### src/rtl/countdown_timer.sv
//==============================================================================
// Module      : countdown_timer
// Description : Programmable delay generator with one-shot/periodic modes,
//               pause, abort and retrigger.
// Revision    : 1.0 - initial release
//==============================================================================
`default_nettype none

module countdown_timer #(
    parameter int WIDTH = 26
) (
    input  logic             clk,
    input  logic             rst_n,
    input  logic             i_load,
    input  logic [WIDTH-1:0] i_duration,
    input  logic             i_periodic,
    input  logic             i_pause,
    input  logic             i_abort,
    output logic [WIDTH-1:0] o_remaining,
    output logic             o_busy,
    output logic             o_expired,
    output logic             o_done
);

    localparam logic [WIDTH-1:0] c_ONE = WIDTH'(1);

    typedef enum logic [1:0] {
        S_IDLE    = 2'd0,
        S_RUNNING = 2'd1,
        S_PAUSED  = 2'd2,
        S_DONE    = 2'd3
    } state_t;

    state_t           r_state;
    logic [WIDTH-1:0] r_remaining;
    logic [WIDTH-1:0] r_period;
    logic             r_mode;
    logic             r_expired;
    logic             w_last;

    assign w_last = (r_remaining == c_ONE);

    always_ff @(posedge clk or negedge rst_n) begin
        if (!rst_n) begin
            r_state     <= S_IDLE;
            r_remaining <= '0;
            r_period    <= '0;
            r_mode      <= 1'b0;
            r_expired   <= 1'b0;
        end else begin
            r_expired <= 1'b0;
            if (i_abort) begin
                r_state     <= S_IDLE;
                r_remaining <= '0;
            end else if (i_load) begin
                if (i_duration != '0) begin
                    r_period    <= i_duration;
                    r_mode      <= i_periodic;
                    r_remaining <= i_duration;
                    r_state     <= S_RUNNING;
                end else begin
                    // A zero period cannot auto-reload, so it always finishes as a one-shot.
                    r_period    <= '0;
                    r_mode      <= 1'b0;
                    r_remaining <= '0;
                    r_expired   <= 1'b1;
                    r_state     <= S_DONE;
                end
            end else begin
                case (r_state)
                    S_RUNNING, S_PAUSED: begin
                        if (i_pause) begin
                            r_state <= S_PAUSED;
                        end else begin
                            r_state <= S_RUNNING;
                            if (w_last) begin
                                r_expired <= 1'b1;
                                if (r_mode) begin
                                    r_remaining <= r_period;
                                end else begin
                                    r_remaining <= '0;
                                    r_state     <= S_DONE;
                                end
                            end else begin
                                r_remaining <= r_remaining - c_ONE;
                            end
                        end
                    end
                    default: begin
                        r_remaining <= '0;
                    end
                endcase
            end
        end
    end

    assign o_remaining = r_remaining;
    assign o_expired   = r_expired;
    assign o_busy      = (r_state == S_RUNNING) || (r_state == S_PAUSED);
    assign o_done      = (r_state == S_DONE);

endmodule

`default_nettype wire
### config.mk
export PLATFORM = sky130hd
export DESIGN_NAME = countdown_timer
export DESIGN_NICKNAME = d
export VERILOG_FILES = /design/src/rtl/countdown_timer.sv
export SDC_FILE = /design/constraint.sdc
export NUM_CORES = 1
export LEC_CHECK = 0
export CELL_PAD_IN_SITES_DETAIL_PLACEMENT = 2
export CELL_PAD_IN_SITES_GLOBAL_PLACEMENT = 2
export CORE_ASPECT_RATIO = 1.4
export CORE_MARGIN = 2
export CORE_UTILIZATION = 34
export CTS_CLUSTER_SIZE = 25
export DETAILED_ROUTE_END_ITERATION = 8
export HOLD_SLACK_MARGIN = 0.15
export PLACE_DENSITY_LB_ADDON = 0.1
export SYNTH_ARGS = -nofsm -noshare
export SYNTH_HDL_FRONTEND = slang
export SYNTH_SLANG_ARGS = --single-unit
### constraint.sdc
create_clock -name clk -period 6.6 [get_ports clk]
set_input_delay 0.66 -clock clk [delete_from_list [all_inputs] [get_ports clk]]
set_output_delay 0.66 -clock clk [all_outputs]
set_load 0.01 [all_outputs]
==> results by group, run 1 <==
Power
  – Maximum vdd drop: 0.148 mV
  – Leak: 1.73 nW
  – PwrDens: 235 mW/mm^2

Clock network
  – Cts repair resizes: 0
  – CTS tree: built
  – H-tree depth: 2
  – Setup Fix Bufs, Post-CTS: 0
  – Clk_lat worst skew: 0.31 ns
  – CTS Buffer Depth: 2
  – Clk sinks: 56
  – Clock buffer count from CTS: 5
  – Hold_buf cts: 0
  – Worst-path clk slew: 0.08 ns
  – Root Driver: clkbuf_16

Floorplanning
  – Chip height: 121 um
  – Die width: 87.6 um
  – Rows: 42
  – Top-level I/O count: 61
  – Die ar.: 0.0106 sq mm
  – Core area: 0.00951 sq mm
  – Initial Util: 35.0%

Worst setup path
  – Endpoint class of the critical path: flop
  – Worst R2R Start: o_remaining[0]
  – Arrival @ worst endpoint: 3.24 ns
  – R2R cell count: 6
  – CP startpoint: o_remaining[0]
  – Worst-path maximum fanout: 18
  – FF-to-FF End: o_remaining[6]
  – Reg2reg setup slack: 3.57 ns
  – Startpoint types: flop
  – Worst EP required: 6.81 ns
  – Kind of critical path: flop to flop

Synthesis
  – Synth area leaders: dfrtp_1 42%, nand2_1 11%, a21oi_1 3.2%
  – Synth async-reset ratio: 100%
  – Post-Syn Nets: 427
  – Post-Syn Area: 0.00332 sq mm
  – Top-area cell type share of the netlist area: 42.2%
  – Seq cells post-synth: 56
  – Synth area leader: dfrtp_1
  – Count of unique library cells instantiated by Yosys: 59
  – Sequential share of the synthesized area: 42.2%
  – Synth cell count leaders: 99 x nand2_1, 56 x dfrtp_1, 21 x a21oi_1, 21 x nor2_1, 15 x nor4_1
  – Count leader, synth: nand2_1
  – Cells after Synth: 392
  – YS warnings: 0
  – Synthesized area per cell: 8.48 sq um
  – Top_reg_cell synth: dfrtp_1
  – Number of flops mapped to enable cells by yosys: 0

STA
  – Final hold vios: 0
  – RSZ-0062 raised after global routing: no
  – Fin crit period: 3.03 ns
  – Worst rel slew slack: 41.3%
  – Worst setup margin: 3.57 ns
  – Final setup skew: 0.0125 ns
  – Maximum clock rate: 0.330 GHz
  – Final setup viols: 0
  – Period utilization: 45.9%
  – Worst slew pin tran: 0.879 ns
  – Max Slew Vio Count: 0
  – Setup total negative slack: 0 ns

Global route
  – Largest net degree at the start of global routing: 57
  – M2 GR Usage: 45.6%
  – Number of global-route vias before repair: 3610
  – GRT overflow: 0
  – Gr usage total: 25.7%
  – M3 GR Usage: 4.01%
  – Initial antenna violation count: 0
  – Grt peak-use layer: met2
  – First-pass GRT wire length: 20500 um
  – GRT met1 Usage: 32.1%

Layout
  – Diodes inserted: 0
  – FILL cells: 1055
  – Share of post-route cells with drive strength above 1: 7.83%
  – Area added between synthesis and finish: 26.3%
  – Final layout net count: 481
  – Post-Layout Cell Count: 579

Run status
  – Status: finished clean

Detailed routing
  – Routed WL: 13000 um
  – Antenna viol nets, final: 0
  – First-pass detailed-route iteration total: 4
  – Avg WL per Cell: 22.5 um
  – Post-route DRC: 0
  – Drt via density: 5.84
  – Vias: 3382
  – DR iter-0 viols: 197

Placed design
  – RD Place Congestion: 0.860
  – Placed Cells: 571
  – DP Worst Slack: 3.64 ns
  – DP HPWL: 9240 um
  – Input/output buffers: 60

Hold path
  – Hold WC Path Type: primary input to async pin

Run
  – Max_cap viols: 0
==> where the power goes <==
group	switching [mW]	internal (mW)
combinational	0.168	0.118
clock	0.145	0.143
sequential	0.0374	0.376
==> per-stage QoR <==
| stage | util [%] | hold WS, ns | area, sq um | power, mW |
|---|---|---|---|---|
| 6_report | 44.1 | 0.482 | 4200 | 0.987 |
| 5_1_grt | 44.1 | 0.511 | 4200 | 1.03 |
| 4_1_cts | 44.1 | 0.490 | 4200 | 0.993 |
| 3_5_place_dp | 42.6 | 0.468 | 4050 | 0.704 |
| 3_3_place_gp | 42.6 | 0.460 | 4050 | 0.693 |
| 2_1_floorplan | - | 0.364 | 3320 | 0.576 |
==> metal layers <==
metal	wire length, um	vias to the layer above
met5	0	-
met4	170	0
met3	462	14
met2	6850	80
met1	5520	1737
li1	-	1551
==> worst max path at each step <==
stage | to | slack, ns | depth (start not counted)
after floorplan | o_remaining[10] | 4.18 | 8
after global placement | o_remaining[22] | 3.73 | 5
after detailed placement | o_remaining[6] | 3.64 | 6
after CTS | o_remaining[6] | 3.60 | 6
after global routing | o_remaining[6] | 3.44 | 6
final | o_remaining[6] | 3.57 | 6
==> registers in the layout, indices dropped and copies added, names as in the netlist <==
| name | flops |
|---|---|
| r_mode | 1 |
| o_remaining | 26 |
| r_state | 2 |
| r_period | 26 |
| o_expired | 1 |
==> cells in the final DEF, fill, tap and decap left out, types with 5 or more instances in the layout <==
cell             instances
nand2_1                 99
clkdlybuf4s50_1         59
dfrtp_1                 56
nor2_1                  21
a21oi_1                 21
nor4_1                  14
a31oi_1                 13
nor3_1                  12
o21ai_0                 10
nand3_1                  9
nand4_1                  8
buf_4                    8
mux2_2                   7
inv_1                    6
xor2_1                   6
and2_1                   6
o211ai_1                 6
o31ai_1                  6
a21o_1                   5
xnor2_1                  5
o22ai_1                  5
clkbuf_16                5
==> area by class of cell <==
| type | count | area, sq um | share of cell area [%] |
|---|---|---|---|
| Clock buffer | 5 | 125 | 2.98 |
| Clock inverter | 3 | 22.5 | 0.536 |
| Inverter | 7 | 26.3 | 0.626 |
| Multi-Input combinational cell | 308 | 1800 | 42.9 |
| Sequential cell | 56 | 1400 | 33.4 |
| Tap cell | 132 | 165 | 3.93 |
| Timing Repair Buffer | 68 | 656 | 15.6 |
==> worst max-delay path: stages (launching register included) <==
cell and delay (ns):
dfrtp_1 0.48, ha_1 0.26, nor4b_1 0.46, nand4_1 0.35, nor2_2 0.77, mux2_2 0.42, o211ai_1 0.18
==> kinds of logic (layout without fill, tap and decap cells) <==
group,Yosys count,after routing,synth area share (%)
muxes,8,8,2.67
buffers and inverters,28,83,4.03
xor gates and xnor gates,11,11,2.90
AOI/OAI and AO/OA,93,93,18.9
adders and majority gates,3,3,1.13
DFF,56,56,42.2
and+or+nand+nor,193,193,28.2
Note: power is estimated with default switching activity, not from simulation.
==> run 2, diff against run 1 <==
--- a/config.mk
+++ b/config.mk
@@ -9,7 +9,7 @@
 export CELL_PAD_IN_SITES_GLOBAL_PLACEMENT = 2
 export CORE_ASPECT_RATIO = 1.4
 export CORE_MARGIN = 2
-export CORE_UTILIZATION = 34
+export CORE_UTILIZATION = 28
 export CTS_CLUSTER_SIZE = 25
 export DETAILED_ROUTE_END_ITERATION = 8
 export HOLD_SLACK_MARGIN = 0.15
==> constraint.sdc (replaced) <==
create_clock -name clk -period 2.6 [get_ports clk]
set_input_delay 0.26 -clock clk [delete_from_list [all_inputs] [get_ports clk]]
set_output_delay 0.26 -clock clk [all_outputs]
set_load 0.01 [all_outputs]
==> results by group, run 2 (synthesis gave the netlist of run 1 again) <==
Run status
  – Status: finished clean

STA
  – Fin crit period: 2.49 ns
  – Final hold vios: 0
  – Final setup skew: 0.00750 ns
  – Max Slew Vio Count: 0
  – Period utilization: 95.7%
  – Worst rel slew slack: 61.3%
  – Final setup viols: 0
  – Setup total negative slack: 0 ns
  – Maximum clock rate: 0.402 GHz
  – Worst slew pin tran: 0.580 ns
  – RSZ-0062 raised after global routing: no
  – Fin Hold WS: 0.475 ns

Worst setup path
  – Worst R2R Start: o_remaining[1]
  – Worst EP required: 2.82 ns
  – CP Capture Point: o_remaining[9]
  – Arrival @ worst endpoint: 2.71 ns
  – Slowest stage cell, crit path: or4b_4
  – Worst path top cell family by delay: simple AND/OR/NAND/NOR gates
  – Kind of critical path: flop to flop
  – Endpoint class of the critical path: flop
  – CP Depth: 7
  – R2R cell count: 7
  – Crit path largest cell delay: 0.53 ns
  – FF-to-FF End: o_remaining[9]
  – CP Buf/Inv Count: 1
  – Critical Path, Cell by Cell: inv_1 > ha_1 > or4b_4 > nor4_1 > and2_2 > mux2_2 > a31oi_1
  – CP startpoint: o_remaining[1]
  – Reg2reg setup slack: 0.11 ns
  – Worst-path maximum fanout: 5
  – Startpoint types: flop

Placed design
  – DP HPWL: 10500 um
  – Input/output buffers: 60
  – RD Place Congestion: 0.868
  – Placed Cells: 619
  – Area of placed instances: 0.00437 sq mm

Detailed routing
  – First-pass detailed-route iteration total: 4
  – Avg WL per Cell: 22.2 um
  – DR iter-0 viols: 161
  – Antenna viol nets, final: 0
  – Routed WL: 13900 um
  – Post-route DRC: 0
  – Vias: 3466
  – Drt via density: 5.52

Layout
  – Post-Layout Cell Count: 628
  – Final layout net count: 515
  – Register area: 0.00140 sq mm
  – Commonest non-fill, non-tap cell in the layout: nand2_1
  – FILL cells: 1325
  – Multi-input gate area: 0.00180 sq mm
  – Area added between synthesis and finish: 36.4%
  – Diodes inserted: 0
  – Finished Cell Area: 0.00453 sq mm
  – Share of post-route cells with drive strength above 1: 14.3%
  – Commonest cells after routing, fill and taps aside: 99 x nand2_1, 59 x clkdlybuf4s50_1, 56 x dfrtp_1, 37 x buf_4

Clock network
  – CTS Buffer Depth: 2
  – Clock buffer count from CTS: 5
  – CTS tree: built
  – Root Driver: clkbuf_16
  – Worst-path clk slew: 0.08 ns
  – Setup Fix Bufs, Post-CTS: 0
  – Clk sinks: 56
  – Clk_lat worst skew: 0.31 ns
  – H-tree depth: 2

Floorplanning
  – Rows: 47
  – Core area: 0.0117 sq mm
  – Initial Util: 28.4%
  – Top-level I/O count: 61
  – Chip height: 133 um
  – Die ar.: 0.0128 sq mm
  – Die width: 96.1 um

Global route
  – Initial antenna violation count: 0
  – GRT overflow: 0
  – First-pass GRT wire length: 22200 um
  – Gr usage total: 23.2%
  – Number of global-route vias before repair: 3917
  – Largest net degree at the start of global routing: 36

Power
  – PwrDens: 576 mW/mm^2
  – Maximum vdd drop: 0.262 mV
  – Leak: 1.91 nW

Hold path
  – Hold WC Path Type: primary input to async pin

Run
  – Max_cap viols: 0
run 2: worst reg2reg max path: stages (launching register included):
cell and delay, ns:
dfrtp_1 0.38, inv_1 0.09, ha_1 0.22, or4b_4 0.53, nor4_1 0.36, and2_2 0.29, mux2_2 0.35, a31oi_1 0.19
run 2: through the flow:
stage               util, %  worst slack (ns)  total power, mW
finish                 38.7             0.112             2.61
global route           38.7            0.0517             2.75
CTS                    38.7            0.0804             2.65
detailed placement     37.3             0.100             1.89
global placement       37.3             0.225             1.87
floorplan                 -             0.183             1.46
run 2: report_power, final:
part           switching (mW)  leakage (nW)  internal, mW
Combinational           0.472          1.11         0.372
Clock                   0.353        0.0691         0.385
Sequential             0.0737         0.723         0.955
run 2: cell type report:
class,count,share of cell area (%)
inverter,7,0.580
sequential,56,30.9
clock buffer,6,3.06
timing repair buffer,102,21.3
tap,147,4.06
multi-input combinational,308,39.8
clock inverter,2,0.331
run 2: repair_timing:
| action | in CTS | in global routing |
|---|---|---|
| hold buffers | 1 | 0 |
| setup endpoints to repair | 0 | 1 |
| gates resized for setup | 0 | 1 |
| hold endpoints to repair | 21 | 0 |
run 2: worst min path at each step:
stage	from	end	slack (ns)	cells after the start
4_1_cts	rst_n	r_period[17]	0.49	2
3_3_place_gp	rst_n	r_period[17]	0.29	1
2_1_floorplan	rst_n	o_expired	-0.04	0
3_5_place_dp	rst_n	r_period[19]	0.30	1
6_report	rst_n	r_period[17]	0.47	2
5_1_grt	i_periodic	r_mode	0.51	3
run 2: per-layer routing:
layer / up-vias / global-route usage [%] / part of all wire, %
met2: 78 / 40.7 / 53
li1: 1603 / - / -
met4: 0 / 8.89 / 2.8
met5: - / 0 / 0
met3: 21 / 2.73 / 3.6
met1: 1764 / 28.3 / 41
==> run 3, diff against run 2 <==
--- a/config.mk
+++ b/config.mk
@@ -12,7 +12,6 @@
 export CORE_UTILIZATION = 28
 export CTS_CLUSTER_SIZE = 25
 export DETAILED_ROUTE_END_ITERATION = 8
-export HOLD_SLACK_MARGIN = 0.15
 export PLACE_DENSITY_LB_ADDON = 0.1
 export SYNTH_ARGS = -nofsm -noshare
 export SYNTH_HDL_FRONTEND = slang
==> results of run 3 <==
Final layout, timing and power as in run 2 (identical DEF).
